$ cat src/rtl/board_support_pkg.sv
// Shared types and default constants for the board-support block.
// Optional auto-repeat is enabled with the BTN_AUTOREPEAT_EN macro.
package board_support_pkg;

    typedef enum logic [1:0] {
        S_WAIT_LOCK = 2'd0,
        S_STRETCH   = 2'd1,
        S_RUN       = 2'd2
    } por_state_e;

    localparam int DEF_DEBOUNCE_CYCLES = 250000;
    localparam int DEF_POR_CYCLES      = 256;
    localparam int DEF_HEARTBEAT_DIV   = 25174014;

    // Counter width for a count that runs 0..limit-1, never narrower than one bit.
    function automatic int cnt_width(input int limit);
        return (limit > 1) ? $clog2(limit) : 1;
    endfunction

endpackage

$ cat src/rtl/btn_debounce.sv
// One button channel: synchroniser, debounce, press/release pulses.
// With BTN_AUTOREPEAT_EN defined, a held button also emits repeated press pulses.
module btn_debounce
    import board_support_pkg::*;
#(
    parameter int SYNC_STAGES     = 2,
    parameter int DEBOUNCE_CYCLES = DEF_DEBOUNCE_CYCLES
`ifdef BTN_AUTOREPEAT_EN
    ,
    parameter int REPEAT_DELAY    = 6293504,
    parameter int REPEAT_PERIOD   = 2517401
`endif
) (
    input  logic clk,
    input  logic rst_n,
    input  logic run,
    input  logic btn,
    output logic level,
    output logic press,
    output logic release_pulse
);

    localparam int DW = cnt_width(DEBOUNCE_CYCLES);
    localparam logic [DW-1:0] DB_TOP = DW'(DEBOUNCE_CYCLES - 1);

    logic [SYNC_STAGES-1:0] sync_q;
    logic                   sync_b;
    logic [DW-1:0]          db_cnt;
    logic                   accept;
    logic                   rpt_fire;

    assign sync_b = sync_q[SYNC_STAGES-1];
    assign accept = (sync_b != level) && (db_cnt == DB_TOP);

    always_ff @(posedge clk or negedge rst_n) begin
        if (!rst_n) begin
            sync_q <= '0;
        end else begin
            sync_q <= {sync_q[SYNC_STAGES-2:0], btn};
        end
    end

    // Any return to the current level restarts the stability window.
    always_ff @(posedge clk or negedge rst_n) begin
        if (!rst_n) begin
            db_cnt <= '0;
            level  <= 1'b0;
        end else if ((sync_b == level) || accept) begin
            db_cnt <= '0;
            if (accept) begin
                level <= sync_b;
            end
        end else begin
            db_cnt <= db_cnt + 1'b1;
        end
    end

`ifdef BTN_AUTOREPEAT_EN
    localparam int RPT_MAX = (REPEAT_DELAY > REPEAT_PERIOD) ? REPEAT_DELAY : REPEAT_PERIOD;
    localparam int RW = cnt_width(RPT_MAX);
    localparam logic [RW-1:0] DELAY_TOP  = RW'(REPEAT_DELAY - 1);
    localparam logic [RW-1:0] PERIOD_TOP = RW'(REPEAT_PERIOD - 1);

    logic [RW-1:0] rpt_cnt;
    logic          rpt_phase;

    // A repeat never coincides with an accepted release edge.
    assign rpt_fire = run && level && !accept &&
                      (rpt_cnt == (rpt_phase ? PERIOD_TOP : DELAY_TOP));

    always_ff @(posedge clk or negedge rst_n) begin
        if (!rst_n) begin
            rpt_cnt   <= '0;
            rpt_phase <= 1'b0;
        end else if (!run || !level || accept) begin
            rpt_cnt   <= '0;
            rpt_phase <= 1'b0;
        end else if (rpt_fire) begin
            rpt_cnt   <= '0;
            rpt_phase <= 1'b1;
        end else begin
            rpt_cnt   <= rpt_cnt + 1'b1;
        end
    end
`else
    assign rpt_fire = 1'b0;
`endif

    always_ff @(posedge clk or negedge rst_n) begin
        if (!rst_n) begin
            press         <= 1'b0;
            release_pulse <= 1'b0;
        end else begin
            press         <= run && ((accept && sync_b) || rpt_fire);
            release_pulse <= run && accept && !sync_b;
        end
    end

endmodule

$ cat src/rtl/board_support_ctrl.sv
// Board-support top: PLL-lock reset sequencer, button conditioning, heartbeat LED.
// Define BTN_AUTOREPEAT_EN to add auto-repeat press pulses on held buttons.
module board_support_ctrl
    import board_support_pkg::*;
#(
    parameter int NUM_BTN         = 4,
    parameter int SYNC_STAGES     = 2,
    parameter int DEBOUNCE_CYCLES = DEF_DEBOUNCE_CYCLES,
    parameter int POR_CYCLES      = DEF_POR_CYCLES,
    parameter int HEARTBEAT_DIV   = DEF_HEARTBEAT_DIV,
    parameter int REPEAT_DELAY    = 6293504,
    parameter int REPEAT_PERIOD   = 2517401
) (
    input  logic               clk,
    input  logic               rst_n,
    input  logic               i_pll_locked,
    input  logic [NUM_BTN-1:0] i_btn,
    output logic               o_rst_n,
    output logic [NUM_BTN-1:0] o_btn_level,
    output logic [NUM_BTN-1:0] o_btn_press,
    output logic [NUM_BTN-1:0] o_btn_release,
    output logic               o_heartbeat
);

    localparam int PW = cnt_width(POR_CYCLES);
    localparam int HW = cnt_width(HEARTBEAT_DIV);
    localparam logic [PW-1:0] POR_TOP = PW'(POR_CYCLES - 1);
    localparam logic [HW-1:0] HB_TOP  = HW'(HEARTBEAT_DIV - 1);

    if ((NUM_BTN < 1) || (NUM_BTN > 16) || (SYNC_STAGES < 2) || (DEBOUNCE_CYCLES < 1) ||
        (POR_CYCLES < 1) || (HEARTBEAT_DIV < 2) || (REPEAT_DELAY < 1) || (REPEAT_PERIOD < 1))
    begin : g_bad_cfg
        $error("board_support_ctrl: illegal parameter set");
    end

    logic [SYNC_STAGES-1:0] lock_q;
    logic                   lock_s;
    por_state_e             state;
    por_state_e             next_state;
    logic [PW-1:0]          por_cnt;
    logic [PW-1:0]          por_cnt_next;
    logic                   rst_next;
    logic [HW-1:0]          hb_cnt;

    assign lock_s = lock_q[SYNC_STAGES-1];

    always_ff @(posedge clk or negedge rst_n) begin
        if (!rst_n) begin
            lock_q <= '0;
        end else begin
            lock_q <= {lock_q[SYNC_STAGES-2:0], i_pll_locked};
        end
    end

    always_ff @(posedge clk or negedge rst_n) begin
        if (!rst_n) begin
            state   <= S_WAIT_LOCK;
            por_cnt <= '0;
            o_rst_n <= 1'b0;
        end else begin
            state   <= next_state;
            por_cnt <= por_cnt_next;
            o_rst_n <= rst_next;
        end
    end

    // Losing lock anywhere drops straight back to waiting.
    always_comb begin
        next_state = state;
        if (!lock_s) begin
            next_state = S_WAIT_LOCK;
        end else begin
            case (state)
                S_WAIT_LOCK: next_state = S_STRETCH;
                S_STRETCH:   if (por_cnt == POR_TOP) next_state = S_RUN;
                S_RUN:       next_state = S_RUN;
                default:     next_state = S_WAIT_LOCK;
            endcase
        end
    end

    // The stretch counter only advances while staying in S_STRETCH.
    always_comb begin
        rst_next     = (next_state == S_RUN);
        por_cnt_next = '0;
        if ((state == S_STRETCH) && (next_state == S_STRETCH)) begin
            por_cnt_next = por_cnt + 1'b1;
        end
    end

    always_ff @(posedge clk or negedge rst_n) begin
        if (!rst_n) begin
            hb_cnt      <= '0;
            o_heartbeat <= 1'b0;
        end else if (hb_cnt == HB_TOP) begin
            hb_cnt      <= '0;
            o_heartbeat <= ~o_heartbeat;
        end else begin
            hb_cnt      <= hb_cnt + 1'b1;
        end
    end

    for (genvar g = 0; g < NUM_BTN; g++) begin : g_btn
        btn_debounce #(
            .SYNC_STAGES     (SYNC_STAGES),
            .DEBOUNCE_CYCLES (DEBOUNCE_CYCLES)
`ifdef BTN_AUTOREPEAT_EN
            ,
            .REPEAT_DELAY    (REPEAT_DELAY),
            .REPEAT_PERIOD   (REPEAT_PERIOD)
`endif
        ) u_btn (
            .clk           (clk),
            .rst_n         (rst_n),
            .run           (o_rst_n),
            .btn           (i_btn[g]),
            .level         (o_btn_level[g]),
            .press         (o_btn_press[g]),
            .release_pulse (o_btn_release[g])
        );
    end

endmodule

$ cat config.mk
export PLATFORM = sky130hd
export DESIGN_NAME = board_support_ctrl
export DESIGN_NICKNAME = d
export VERILOG_FILES = /design/src/rtl/board_support_pkg.sv /design/src/rtl/btn_debounce.sv /design/src/rtl/board_support_ctrl.sv
export SDC_FILE = /design/constraint.sdc
export NUM_CORES = 1
export LEC_CHECK = 0
export CAP_MARGIN = 10
export CORE_UTILIZATION = 50
export DETAILED_ROUTE_END_ITERATION = 10
export GPL_TIMING_DRIVEN = 1
export PLACE_DENSITY = 0.67
export SYNTH_ARGS = -nofsm -noshare
export SYNTH_HDL_FRONTEND = slang
export SYNTH_SLANG_ARGS = --single-unit
$ cat constraint.sdc
create_clock -name clk -period 2.5 [get_ports clk]
set_input_delay 0.625 -clock clk [delete_from_list [all_inputs] [get_ports clk]]
set_output_delay 0.625 -clock clk [all_outputs]
set_load 0.1 [all_outputs]
==> run_results.csv, run 1 <==
group,metric,value,unit
sta,timing.fmax,0.4863,GHz
worst_setup_path,worstPathArrival,2.39,ns
cells_and_area,nets,630,
sta,finalSetupTns,0,ns
worst_setup_path,cp-start-kind,"flop",
power,p_leak,3.022,nW
floorplan,fp.dieH,112.9,um
cts,post_cts_resized,0,
cts,root_buffer,"clkbuf_16",
logic_synthesis,synth_top_area_cell,"dfrtp_1",
cts,cts.path.max_buffers,2,
floorplan,rows,40,
logic_synthesis,syn_area,6151,um2
sta,rsz0062_at_grt,"false",
cts,cts_tree,"done",
sta,worst_slack,0.4435,ns
min_path,hold_class,"in -> async",
floorplan,die_area,12750,um2
sta,slew_violations,0,
logic_synthesis,synth_most_common_cell,"dfrtp_1",
global_routing,grt_pass1_wl,19710,um
power,p_int,3.905,mW
logic_synthesis,yosysWarningCount,0,
cts,clk_pin_slew,0.05,ns
power,power,4.871,mW
logic_synthesis,postSynthAreaPerCell,10.37,um2
global_routing,grt_pass1_vias,4271,
sta,post-route-period-util,0.8226,
worst_setup_path,path_class,"reg -> reg",
global_routing,globalRoute.totalOverflow,0,
sta,hold_viol,0,
cts,cts_sinks,131,
cts,post_cts_buffers,0,
logic_synthesis,synth_top_cell_area_share,0.5330,
power,power_frac_seq,0.446,
run_status,status,"complete, no violations",
global_routing,grt_max_degree,60,
sta,holdWs,0.1558,ns
logic_synthesis,synth_ff_type,"dfrtp_1",
sta,fin_crit,2.057,ns
floorplan,die_w,112.9,um
logic_synthesis,ys_ff_latch,131,
detailed_routing,routed_via_density,5.463,
sta,setup_viol,0,
placed_design,post-place-ws,0.4741,ns
worst_setup_path,worstPathRequired,2.83,ns
placed_design,hpwlAfterDp,7386,um
detailed_routing,drt-initial-drc-count,326,
power,power.density,688.9,nW/um2
floorplan,ios,21,
cts,insertion_delay,0.41,ns
global_routing,grt_use_total,0.1944,
cells_and_area,nFillCells,992,
logic_synthesis,synth_cell_types,43,
logic_synthesis,synthArstFlopShare,1.000,
floorplan,start_util,0.5121,
detailed_routing,drt-pass1-iter-count,4,
placed_design,port_buffers,20,
worst_setup_path,end_kind,"flop",
power,sw_frac_of_total,0.1984,
flow_run,cap_viol_max_count,0,
placed_design,gp_routability_congestion,0.7652,
cts,h-tree-depth,4,
cts,cts_hold_buf,0,
power,p_switching,0.9661,mW
logic_synthesis,synth_common_cells,"dfrtp_1 (131), nor2_1 (97), xnor2_1 (44)",
logic_synthesis,syn_nets,607,
cts,cts-buffers-inserted,17,
cells_and_area,finalInstanceArea,7071,um2
detailed_routing,vias,4239,
placed_design,place_area,6451,um2
power,pwr-share-clk,0.529,
sta,skew,0.006830,ns
floorplan,coreArea,12010,um2
logic_synthesis,ys_seq_area_frac,0.5330,
logic_synthesis,synth_cells,593,
detailed_routing,totalWireLength,10870,um
detailed_routing,wire_per_inst,14.00,um
detailed_routing,antenna_left,0,
worst_setup_path,worst-path-max-fanout,9,
cells_and_area,antenna_cells,0,
power,combPwrFrac,0.025,
cells_and_area,drive_above_1_share,0.1129,
power,irDropWorstVdd,417.4,uV
cells_and_area,syn_to_final_growth,14.95,%
detailed_routing,drc,0,
sta,tightest_slew,0.6236,ns
logic_synthesis,synth_edf_count,0,
sta,slew_headroom,0.5804,
logic_synthesis,synthTopCellsByArea,"dfrtp_1 (53%), xnor2_1 (6.3%), nor2_1 (5.9%)",
global_routing,antenna_found_initial,0,
cells in the final DEF (no fill, tap or decap), drive strengths merged, types with 21 or more instances in the layout:
master,n
dfrtp,131
nor2,97
xnor2,44
xor2,40
nand3,40
nand2,30
nand4,28
buf,25
clkbuf,22
nor4,21
area by class of cell:
class	count	area (um2)	share of cell area
clock inverters	10	155.1	0.02194
clock buffers	22	464.2	0.06565
flip-flops and latches	131	3278	0.4636
well taps	147	183.9	0.02601
repair buffers	30	262.8	0.03716
multi-input cells	419	2663	0.3766
inverters	17	63.81	0.009025
state kept, by name, summed over array words and instances, names as in the netlist:
signal,cells
hb_cnt,25
por_cnt,8
g_btn.u_btn.press,4
g_btn.u_btn.sync_q,8
g_btn.u_btn.db_cnt,72
o_heartbeat,1
g_btn.u_btn.release_pulse,4
g_btn.u_btn.level,4
o_rst_n,1
lock_q,2
state,2
final timing paths:
kind,start,to,slack [ns],cells after the start
setup / recovery,g_btn[0].u_btn.db_cnt[0]$_DFF_PN0_,g_btn[0].u_btn.db_cnt[16]$_DFF_PN0_,0.44,5
hold / removal,rst_n,g_btn[3].u_btn.db_cnt[7]$_DFF_PN0_,0.16,1
setup reg to reg,g_btn[0].u_btn.db_cnt[0]$_DFF_PN0_,g_btn[0].u_btn.db_cnt[16]$_DFF_PN0_,0.44,5
hold reg to reg,lock_q[0]$_DFF_PN0_,lock_q[1]$_DFF_PN0_,0.36,0
max in group asynchronous,rst_n,g_btn[1].u_btn.db_cnt[16]$_DFF_PN0_,1.69,2
min in group clk,lock_q[0]$_DFF_PN0_,lock_q[1]$_DFF_PN0_,0.36,0
critical path, cell delays in order (launching register included):
cell and delay, ns:
dfrtp_1 0.41, ha_1 0.21, nand3_1 0.33, or3_1 0.48, or4_1 0.41, a21oi_1 0.15
power by group through the flow:
stage	clock network [mW]	registers [mW]	logic, mW
floorplan	0	2.20	0.0511
global placement	0	2.21	0.124
detailed placement	0	2.21	0.128
CTS	2.64	2.17	0.129
global route	2.73	2.18	0.144
finish	2.57	2.17	0.123
through the flow:
step,util,std cells
3_5_place_dp,0.5371,744
5_1_grt,0.5886,776
3_3_place_gp,0.5371,744
2_1_floorplan,-,593
6_report,0.5886,776
4_1_cts,0.5886,776
routing by layer:
metal	vias up	GRT usage	part of all wire
met4	0	0.07105	0.014
met5	-	0	0
li1	2114	-	-
met1	2071	0.2571	0.49
met3	15	0.05410	0.028
met2	39	0.3078	0.47
cells by family (layout without fill, tap and decap cells):
family          count (synthesis)  after routing  share of synthesized area
compound gates                 35             35                    0.04109
xor+xnor                       84             84                     0.1196
fa+ha+maj                       7              7                    0.01424
buf+inv                        43             79                    0.03417
flops                         131            131                     0.5330
mux                             4              4                   0.007323
simple gates                  289            289                     0.2506
(Power assumes the default switching activity.)
==> inputs of run 2 (changes only) <==
PLACE_DENSITY = 0.7   (was 0.67)
clock period = 1.7 ns   (was 2.5 ns; I/O delays follow)
==> run_results.csv, run 2 (same netlist as run 1, synthesis figures left out) <==
group,metric,value,unit
worst_setup_path,worstPathRequired,1.99,ns
placed_design,hpwlAfterDp,8467,um
cells_and_area,drive_above_1_share,0.3441,
detailed_routing,drc,0,
worst_setup_path,cp-start-kind,"flop",
detailed_routing,drt-initial-drc-count,220,
floorplan,die_area,12750,um2
sta,fin_crit,1.826,ns
cells_and_area,antenna_cells,0,
cells_and_area,final_common_cell,"dfrtp_1",
sta,slew_headroom,0.6516,
sta,tightest_slew,0.5178,ns
cells_and_area,syn_to_final_growth,40.13,%
detailed_routing,wire_per_inst,15.90,um
detailed_routing,drt-pass1-iter-count,5,
power,p_leak,3.750,nW
cells_and_area,reg.largest.list,"g_btn.u_btn.db_cnt: 72 flops, hb_cnt: 25 flops",
cells_and_area,fin_util,0.7176,
worst_setup_path,path_class,"reg -> reg",
sta,hold_viol,0,
cells_and_area,largest_reg_flops,72,
worst_setup_path,worst-path-max-fanout,4,
detailed_routing,totalWireLength,14170,um
power,power_frac_seq,0.438,
cts,cts_sinks,131,
floorplan,start_util,0.5121,
sta,finalSetupTns,-2.480,ns
run_status,status,"complete, but fails checks",
placed_design,port_buffers,20,
power,p_switching,1.446,mW
sta,rsz0062_at_grt,"true",
cts,root_buffer,"clkbuf_16",
cts,clk_pin_slew,0.06,ns
global_routing,grt_max_degree,39,
global_routing,antenna_found_initial,0,
sta,worst_slack,-0.1262,ns
power,power.density,847.3,nW/um2
floorplan,fp.dieH,112.9,um
cells_and_area,regMostFlops,"g_btn.u_btn.db_cnt",
sta,post-route-period-util,1.074,
cells_and_area,nets,746,
worst_setup_path,worstPathArrival,2.12,ns
worst_setup_path,end_kind,"flop",
power,power,7.303,mW
flow_run,cap_viol_max_count,0,
cts,cts-buffers-inserted,17,
floorplan,die_w,112.9,um
detailed_routing,vias,4911,
cts,cts.path.max_buffers,2,
power,sw_frac_of_total,0.1979,
power,pwr-share-clk,0.522,
global_routing,grt_pass1_vias,4895,
floorplan,ios,21,
placed_design,gp_routability_congestion,0.8815,
cells_and_area,finalInstanceArea,8620,um2
cts,h-tree-depth,4,
floorplan,coreArea,12010,um2
min_path,hold_class,"reg -> reg",
sta,slew_violations,0,
cells_and_area,final_cell_mix,"dfrtp_1 (126), buf_4 (112), nor2_1 (70), xnor2_1 (44), xor2_1 (39)",
placed_design,place_area,7355,um2
sta,timing.fmax,0.5476,GHz
power,irDropWorstVdd,818.7,uV
worst_setup_path,rrSetupSlack,-0.13,ns
cells_and_area,nFillCells,804,
global_routing,globalRoute.totalOverflow,0,
sta,setup_viol,63,
power,combPwrFrac,0.039,
floorplan,rows,40,
power,p_int,5.858,mW
cts,insertion_delay,0.41,ns
run_status,violations,"setup timing",
sta,skew,0.006520,ns
detailed_routing,routed_via_density,5.512,
detailed_routing,antenna_left,0,
global_routing,grt_use_total,0.2179,
cts,cts_tree,"done",
global_routing,grt_pass1_wl,21940,um
==> run 2: changes by cell type in the layout (fill, tap and decap cells not counted), sizes merged <==
cell and change:
clkinv -4, clkinvlp -2, bufinv -1, clkbuf +6, dlygate4sd3 +1, buf +115
==> run 2: per-stage QoR <==
stage	setup slack (ns)	hold WS, ns	instances
5_1_grt	-0.1817	0.3633	891
2_1_floorplan	-0.06266	0.1294	593
3_5_place_dp	-0.06295	0.3365	826
3_3_place_gp	-0.02263	0.3323	826
6_report	-0.1262	0.3483	891
4_1_cts	-0.01917	0.3523	871
==> run 2: routing by layer <==
metal,up-vias,routed length [um],track usage
met1,2452,6135,0.2614
li1,2345,-,-
met2,93,7349,0.3765
met3,21,450,0.05999
met4,0,230,0.07982
met5,-,0,0
==> run 2: timing repair <==
| item | CTS | global route |
|---|---|---|
| endpoints found under the setup margin | 19 | 86 |
| resized for setup | 16 | 82 |
| endpoints found under the hold margin | 25 | 0 |
| pin swaps | 9 | 34 |
| cloned | 0 | 4 |
| hold buffers | 1 | 0 |
| setup buffers | 13 | 16 |
==> run 2: worst paths after layout <==
kind                                                     from  cells after the start                             endpoint
max                        g_btn[3].u_btn.db_cnt[8]$_DFF_PN0_                      7     g_btn[3].u_btn.level$_DFFE_PN0P_
min                        g_btn[2].u_btn.sync_q[0]$_DFF_PN0_                      0   g_btn[2].u_btn.sync_q[1]$_DFF_PN0_
max reg2reg                g_btn[3].u_btn.db_cnt[8]$_DFF_PN0_                      7     g_btn[3].u_btn.level$_DFFE_PN0P_
min reg2reg                g_btn[2].u_btn.sync_q[0]$_DFF_PN0_                      0   g_btn[2].u_btn.sync_q[1]$_DFF_PN0_
max in group asynchronous                               rst_n                      3  g_btn[1].u_btn.db_cnt[11]$_DFF_PN0_
min in group asynchronous                               rst_n                      2   g_btn[3].u_btn.db_cnt[8]$_DFF_PN0_
==> run 2: area by class of cell <==
type / count / area (um2) / area share
Sequential cell: 131 / 3284 / 0.3810
Clock inverter: 3 / 90.09 / 0.01045
Clock buffer: 28 / 536.8 / 0.06227
Timing Repair Buffer: 146 / 1374 / 0.1594
Multi-Input combinational cell: 419 / 3087 / 0.3581
Inverter: 17 / 63.81 / 0.007403
Tap cell: 147 / 183.9 / 0.02134
==> run 2: worst max-delay path, stage by stage, from the launching register on <==
cell     delay [ns]
dfrtp_1        0.39
buf_6          0.13
nor4_2         0.20
nand2_1        0.12
buf_4          0.16
nor4_2         0.19
buf_4          0.18
mux2_2         0.32
==> run 2: power by group through the flow <==
stage | Clock [mW] | Sequential, mW | Combinational, mW
final | 3.82 | 3.20 | 0.286
after global routing | 3.98 | 3.20 | 0.320
after CTS | 3.87 | 3.20 | 0.237
after detailed placement | 0 | 3.25 | 0.220
after global placement | 0 | 3.24 | 0.210
after floorplan | 0 | 3.24 | 0.0879
==> inputs of run 3 (changes only) <==
SLEW_MARGIN = 10   (was unset)
==> results of run 3 <==
Same layout as run 2: the final DEF is identical, and so are final timing and power.
